### src/rtl/ps2_key_decoder_pkg.sv
// Shared PS/2 set-2 scan-code constants and frame helpers for the keyboard front end.
package ps2_key_decoder_pkg;

  localparam logic [7:0] ps2_lshift     = 8'h12;
  localparam logic [7:0] ps2_rshift     = 8'h59;
  localparam logic [7:0] ps2_space      = 8'h29;
  localparam logic [7:0] ps2_prefix_ext = 8'hE0;
  localparam logic [7:0] ps2_prefix_brk = 8'hF0;
  localparam logic [7:0] ps2_overrun_lo = 8'h00;
  localparam logic [7:0] ps2_overrun_hi = 8'hFF;

  // PS/2 uses odd parity over the data byte plus the parity bit
  function automatic logic odd_parity_ok(input logic [7:0] d, input logic p);
    return ^{d, p};
  endfunction

endpackage

### src/rtl/ps2_key_decoder_if.sv
// Key event bundle from the decoder to the control blocks (octave select, note mapping).
interface ps2_key_decoder_if;
  logic [7:0] key;
  logic       key_ext;
  logic [7:0] key_up;
  logic       frame_err;

  modport master (output key, key_ext, key_up, frame_err);
  modport slave  (input  key, key_ext, key_up, frame_err);
endinterface

### src/rtl/ps2_key_decoder_line_filter.sv
// Pin conditioning: 2-FF synchronizers, glitch filter on ps2_clk, falling-edge strobe.
module ps2_line_filter #(
  parameter int FILTER_LEN = 8
) (
  input  logic clk,
  input  logic rst,
  input  logic ps2_clk,
  input  logic ps2_data,
  output logic fall,
  output logic data
);
  localparam int CW = $clog2(FILTER_LEN + 1);

  logic [1:0]    clk_sync, dat_sync;
  logic          filt;
  logic [CW-1:0] cnt;

  // filt only follows the synchronized clock after FILTER_LEN differing samples in a row
  always_ff @(posedge clk or posedge rst) begin
    if (rst) begin
      clk_sync <= 2'b11;
      dat_sync <= 2'b11;
      filt     <= 1'b1;
      cnt      <= '0;
      fall     <= 1'b0;
    end else begin
      clk_sync <= {clk_sync[0], ps2_clk};
      dat_sync <= {dat_sync[0], ps2_data};
      fall     <= 1'b0;
      if (clk_sync[1] == filt) begin
        cnt <= '0;
      end else if (cnt == CW'(FILTER_LEN - 1)) begin
        filt <= clk_sync[1];
        cnt  <= '0;
        fall <= filt;
      end else begin
        cnt <= cnt + 1'b1;
      end
    end
  end

  assign data = dat_sync[1];

endmodule

### src/rtl/ps2_key_decoder.sv
// PS/2 device-to-host frame receiver plus set-2 make/break/extended sequence decoder.
module ps2_key_decoder
  import ps2_key_decoder_pkg::*;
#(
  parameter int CLK_HZ         = 100_000_000,
  parameter int FILTER_LEN     = 8,
  parameter int TIMEOUT_CYCLES = 200_000
) (
  input  logic               clk,
  input  logic               rst,
  input  logic               ps2_clk,
  input  logic               ps2_data,
  ps2_key_decoder_if.master  evt
);
  localparam int TW = $clog2(TIMEOUT_CYCLES + 1);

  if (CLK_HZ < 1 || FILTER_LEN < 1 || TIMEOUT_CYCLES < 2) begin : g_bad_param
    $error("ps2_key_decoder: illegal parameter value");
  end

  typedef enum logic [1:0] {IDLE, DATA, PARITY, STOP} state_t;

  logic          fall, sdata;
  state_t        state, state_nx;
  logic [2:0]    bit_cnt, bit_cnt_nx;
  logic [7:0]    shreg, shreg_nx;
  logic          par, par_nx;
  logic [TW-1:0] tmo_cnt;
  logic          tmo_hit, byte_vld, frame_bad;

  logic [7:0]    key_q, key_up_q, held;
  logic          key_ext_q, frame_err_q, ext, brk;

  ps2_line_filter #(.FILTER_LEN(FILTER_LEN)) u_filt (
    .clk     (clk),
    .rst     (rst),
    .ps2_clk (ps2_clk),
    .ps2_data(ps2_data),
    .fall    (fall),
    .data    (sdata)
  );

  always_ff @(posedge clk or posedge rst) begin
    if (rst) begin
      state   <= IDLE;
      bit_cnt <= '0;
      shreg   <= '0;
      par     <= 1'b0;
      tmo_cnt <= '0;
    end else begin
      state   <= state_nx;
      bit_cnt <= bit_cnt_nx;
      shreg   <= shreg_nx;
      par     <= par_nx;
      tmo_cnt <= (state == IDLE || fall || tmo_hit) ? '0 : tmo_cnt + 1'b1;
    end
  end

  // Timeout fires on the TIMEOUT_CYCLES-th fall-free cycle after the last fall
  assign tmo_hit = (state != IDLE) && !fall && (tmo_cnt == TW'(TIMEOUT_CYCLES - 1));

  always_comb begin
    state_nx   = state;
    bit_cnt_nx = bit_cnt;
    shreg_nx   = shreg;
    par_nx     = par;
    byte_vld   = 1'b0;
    frame_bad  = 1'b0;
    if (tmo_hit) begin
      state_nx  = IDLE;
      frame_bad = 1'b1;
    end else if (fall) begin
      unique case (state)
        IDLE: if (!sdata) begin
          state_nx   = DATA;
          bit_cnt_nx = '0;
        end
        DATA: begin
          shreg_nx   = {sdata, shreg[7:1]};
          bit_cnt_nx = bit_cnt + 1'b1;
          if (bit_cnt == 3'd7) state_nx = PARITY;
        end
        PARITY: begin
          par_nx   = sdata;
          state_nx = STOP;
        end
        STOP: begin
          state_nx = IDLE;
          if (sdata && odd_parity_ok(shreg, par)) byte_vld  = 1'b1;
          else                                    frame_bad = 1'b1;
        end
        default: state_nx = IDLE;
      endcase
    end
  end

  // Sequence decoder: prefixes arm ext/brk, held suppresses typematic repeats
  always_ff @(posedge clk or posedge rst) begin
    if (rst) begin
      key_q       <= '0;
      key_ext_q   <= 1'b0;
      key_up_q    <= '0;
      frame_err_q <= 1'b0;
      ext         <= 1'b0;
      brk         <= 1'b0;
      held        <= '0;
    end else begin
      key_q       <= '0;
      key_ext_q   <= 1'b0;
      key_up_q    <= '0;
      frame_err_q <= frame_bad;
      if (frame_bad) begin
        ext <= 1'b0;
        brk <= 1'b0;
      end else if (byte_vld) begin
        if (shreg == ps2_prefix_ext) begin
          ext <= 1'b1;
        end else if (shreg == ps2_prefix_brk) begin
          brk <= 1'b1;
        end else begin
          ext <= 1'b0;
          brk <= 1'b0;
          if (shreg == ps2_overrun_lo || shreg == ps2_overrun_hi) begin
            // overrun marker carries no key
          end else if (brk) begin
            key_up_q <= shreg;
            if (held == shreg) held <= '0;
          end else if (shreg != held) begin
            key_q     <= shreg;
            key_ext_q <= ext;
            held      <= shreg;
          end
        end
      end
    end
  end

  assign evt.key       = key_q;
  assign evt.key_ext   = key_ext_q;
  assign evt.key_up    = key_up_q;
  assign evt.frame_err = frame_err_q;

endmodule

### src/flat_wrapper.sv
// flat-port wrapper written by rule: the top's interface ports become plain ports
module ps2_key_decoder_flat import ps2_key_decoder_pkg::*;
#(
  parameter int CLK_HZ         = 100_000_000,
  parameter int FILTER_LEN     = 8,
  parameter int TIMEOUT_CYCLES = 200_000
)
  (clk, rst, ps2_clk, ps2_data, evt_key, evt_key_ext, evt_key_up, evt_frame_err);
  ps2_key_decoder_if evt_i ();
  input  logic clk;
  input  logic rst;
  input  logic ps2_clk;
  input  logic ps2_data;
  output wire logic [$bits(evt_i.key)-1:0] evt_key;
  output wire logic [$bits(evt_i.key_ext)-1:0] evt_key_ext;
  output wire logic [$bits(evt_i.key_up)-1:0] evt_key_up;
  output wire logic [$bits(evt_i.frame_err)-1:0] evt_frame_err;
  assign evt_key = evt_i.key;
  assign evt_key_ext = evt_i.key_ext;
  assign evt_key_up = evt_i.key_up;
  assign evt_frame_err = evt_i.frame_err;
  ps2_key_decoder #(.CLK_HZ(CLK_HZ), .FILTER_LEN(FILTER_LEN), .TIMEOUT_CYCLES(TIMEOUT_CYCLES)) u_core (.clk(clk), .rst(rst), .ps2_clk(ps2_clk), .ps2_data(ps2_data), .evt(evt_i));
endmodule
### config.mk
export PLATFORM = sky130hd
export DESIGN_NAME = ps2_key_decoder_flat
export DESIGN_NICKNAME = d
export VERILOG_FILES = /design/src/rtl/ps2_key_decoder_pkg.sv /design/src/rtl/ps2_key_decoder_if.sv /design/src/rtl/ps2_key_decoder_line_filter.sv /design/src/rtl/ps2_key_decoder.sv /design/src/flat_wrapper.sv
export SDC_FILE = /design/constraint.sdc
export NUM_CORES = 1
export LEC_CHECK = 0
export CAP_MARGIN = 30
export CORE_MARGIN = 5
export CORE_UTILIZATION = 30
export CTS_BUF_LIST = sky130_fd_sc_hd__clkbuf_8
export DETAILED_ROUTE_END_ITERATION = 8
export GPL_ROUTABILITY_DRIVEN = 1
export PLACE_DENSITY = 0.49
export SLEW_MARGIN = 20
export SYNTH_ARGS = -nofsm -noshare
export SYNTH_HDL_FRONTEND = slang
export SYNTH_SLANG_ARGS = --single-unit
### constraint.sdc
create_clock -name clk -period 7 [get_ports clk]
set_clock_uncertainty 0.1 [all_clocks]
set_input_delay 1.4 -clock clk [delete_from_list [all_inputs] [get_ports clk]]
set_output_delay 1.4 -clock clk [all_outputs]
set_load 0.01 [all_outputs]
==> metrics.md <==
| Metric | Value |
|---|---|
| Die area | roughly 0.013 mm² |
| Share of power burned in combinational logic | 4.1% |
| Worst path required time | around 5.5 ns |
| Most instantiated library cell after synthesis | dfrtp_1 |
| Synth Instances | approximately 270 |
| Cell Pwr Density | around 220 mW/mm² |
| Post-synth EDFFs | 0 |
| Cell Int Power | between 600 and 700 µW |
| Placed instance area | between 0.003 and 0.004 mm² |
| CP Launch Type | register |
| Global route total overflow | 0 |
| Layout cells sized above 1 | between 10 and 15% |
| Core Box Area | roughly 0.010 mm² |
| Outcome | complete, no violations |
| Synth top area share | between 50% and 60% |
| Finished Cell Area | 0.00371 mm² |
| Placement row count | 37 |
| Hold Path Class | register to register |
| Switching Share | a little over a fifth |
| Clock share of power | 43.4% |
| Final cell count without fillers | between 400 and 500 |
| Crit Path Max Fanout | 1 |
| Antenna cells | 0 |
| # DRC | 0 |
| Setup Total Neg Slack | 0 ns |
| Worst Setup Slack, final | 4.30 ns |
| Post-CTS Hold Buffers | 0 |
| Vias | a little over 2000 |
| CP max stage cell | clkdlybuf4s50_1 |
| Num CTS Buffers | 9 |
| Vias in the first global route | ~1900 |
| Maximum VDD drop | around 0.00010 V |
| Top post-synthesis cells by count | dfrtp_1, nor2_1, xnor2_1, and2_1 |
| H-tree depth | 3 |
| Latest clock arrival within the worst-skew pair | approximately 0.34 ns |
| Root buf cell | clkbuf_8 |
| Fraction of registers with async set/reset | 100% |
| Final min period | about 2.7 ns |
| Sequential share of the synthesized area | between 50% and 60% |
| Primary FF master, synth | dfrtp_1 |
| DRT Pass-1 Iters | 4 |
| Routed Antenna Nets | 0 |
| Post-CTS Setup Bufs | 0 |
| Period utilization | around two fifths |
| Sw Pwr | between 150 and 200 µW |
| Hold Fails Final Rpt | 0 |
| Placed cell count | 418 |
| Post-Syn Area | ~0.0032 mm² |
| Ys Warns | 0 |
| Gpl congestion | slightly below 0.8 |
| Crit path kind | register to output port |
| CTS tree | yes |
| Layout Nets | just over 300 |
| CP bufs+invs | 1 |
| Initial Util | between 30 and 40% |
| Clock sinks | 70 |
| Critical path cell sequence | clkdlybuf4s50_1 |
| Area delta synth->final | 17.3% |
| Number of fill cells | 1027 |
| Max-Cap Viols | 0 |
| Die Height | between 100 and 150 µm |
| # IOs | 22 |
| Final Max Tran Viols | 0 |
| Fmax | about 370 MHz |
| Synthesis-stage register bit count | 70 |
| Crit. End Element | output port |
| First-pass GRT wire length | about 9600 µm |
| Total GRT Usage | a little under a tenth |
| Via density | 4.65 |
| WL final | about 5700 µm |
| Final setup viols | 0 |
| Largest net degree at the start of global routing | 71 |
| Worst-path clk slew | 0.07 ns |
| Delay of the slowest cell on the worst path | approximately 0.53 ns |
| Synth top area cells | dfrtp_1, xnor2_1, dfstp_2, mux2_2, ha_1 |
| Max_slew headroom | 54.0% |
| Initial antenna violation count | 0 |
| Die width | 113 µm |
| Initial DRC count | 52 |
| Worst Tran Pin Value | about 0.68 ns |
| Dpl ws | 4.26 ns |
| Pleak | around 0.0016 µW |
| # port buffers | 21 |
| DP Wirelength | ~3700 µm |
| Arrival @ worst endpoint | roughly 1.2 ns |
| RSZ-0062 raised after global routing | no |
| CTS max path bufs | 2 |
| Routed wire per std cell | 13.0 µm |
| Mean Syn Cell Area | 11.6 µm² |
| Utilization after layout | between 30% and 40% |
| Share of power burned in registers | ~53% |
| Post-CTS resize count | 0 |
| Delay-heaviest family, CP | buffers and inverters |
| Net Count, Synth | about 290 |
| Unique masters post-synth | 38 |
| Cell taking the most area after synthesis | dfrtp_1 |
## metal layers
metal,wire [µm],vias up,track usage [%]
met4,109,0,4.81
li1,-,990,-
met1,2840,995,13.0
met3,233,9,2.94
met5,0,-,0
met2,2470,30,13.8
## flip-flops by register name, summed over array words and instances (netlist names), 2 cells and up
| register | cells |
|---|---|
| u_core.u_filt.dat_sync | 2 |
| u_core.evt.key | 8 |
| u_core.evt.key_up | 8 |
| u_core.shreg | 8 |
| u_core.held | 8 |
| u_core.tmo_cnt | 18 |
| u_core.u_filt.clk_sync | 2 |
| u_core.state | 2 |
| u_core.bit_cnt | 3 |
| u_core.u_filt.cnt | 4 |
## stage by stage
stage | power [µW] | hold WS (ns)
final | 811 | 0.256
after global routing | 848 | 0.263
after CTS | 822 | 0.260
after detailed placement | 466 | 0.249
after global placement | 465 | 0.246
after floorplan | 456 | 0.245
## cell usage in the layout (no fill, tap or decap), drive strengths merged, types with 2 or more instances in the layout
cell type	count
dfrtp	65
nor2	30
xnor2	22
clkdlybuf4s50	21
and2	16
nand3	11
mux2	11
nand4	10
xor2	10
a22o	10
clkbuf	10
nand2	9
nor3	9
ha	9
and3	7
inv	6
dfstp	5
nor4	4
nor4b	3
nor3b	3
or3	3
o21ai	3
a21oi	3
a31oi	2
bufinv	2
clkinv	2
a21boi	2
buf	2
## final timing paths
kind	startpoint	end	slack (ns)	cells after the start
max in group asynchronous	rst	u_core.u_filt.clk_sync[0]$_DFF_PP1_	4.90	4
max reg2reg	u_core.shreg[6]$_DFFE_PP0P_	u_core.held[4]$_DFFE_PP0P_	4.58	5
min reg2reg	u_core.u_filt.clk_sync[0]$_DFF_PP1_	u_core.u_filt.clk_sync[1]$_DFF_PP1_	0.26	0
min	u_core.u_filt.clk_sync[0]$_DFF_PP1_	u_core.u_filt.clk_sync[1]$_DFF_PP1_	0.26	0
max	u_core.evt.frame_err$_DFF_PP0_	evt_frame_err	4.30	1
min in group asynchronous	rst	u_core.evt.frame_err$_DFF_PP0_	1.31	3
## cell type report
type	instances	area, µm²	area share (%)
Tap cell	136	170	4.58
Clock buffer	10	138	3.70
Sequential cell	70	1760	47.3
Multi-Input combinational cell	186	1310	35.3
Timing Repair Buffer	23	245	6.60
Inverter	4	15.0	0.404
Clock inverter	6	77.6	2.09
## power groups by stage
stage	registers, µW	clock network (µW)	logic (µW)
floorplan	431	0	24.4
global placement	433	0	31.8
detailed placement	433	0	32.3
finish	426	352	33.5
global route	427	381	39.3
CTS	425	364	32.8
## kinds of logic after synthesis
group	Yosys count	synth area share [%]
simple gates	109	18.4
flops	70	55.5
xor+xnor	33	9.84
compound gates	23	5.37
buf+inv	18	3.08
mux	12	4.23
fa+ha+maj	9	3.56
(Power assumes the default switching activity.)
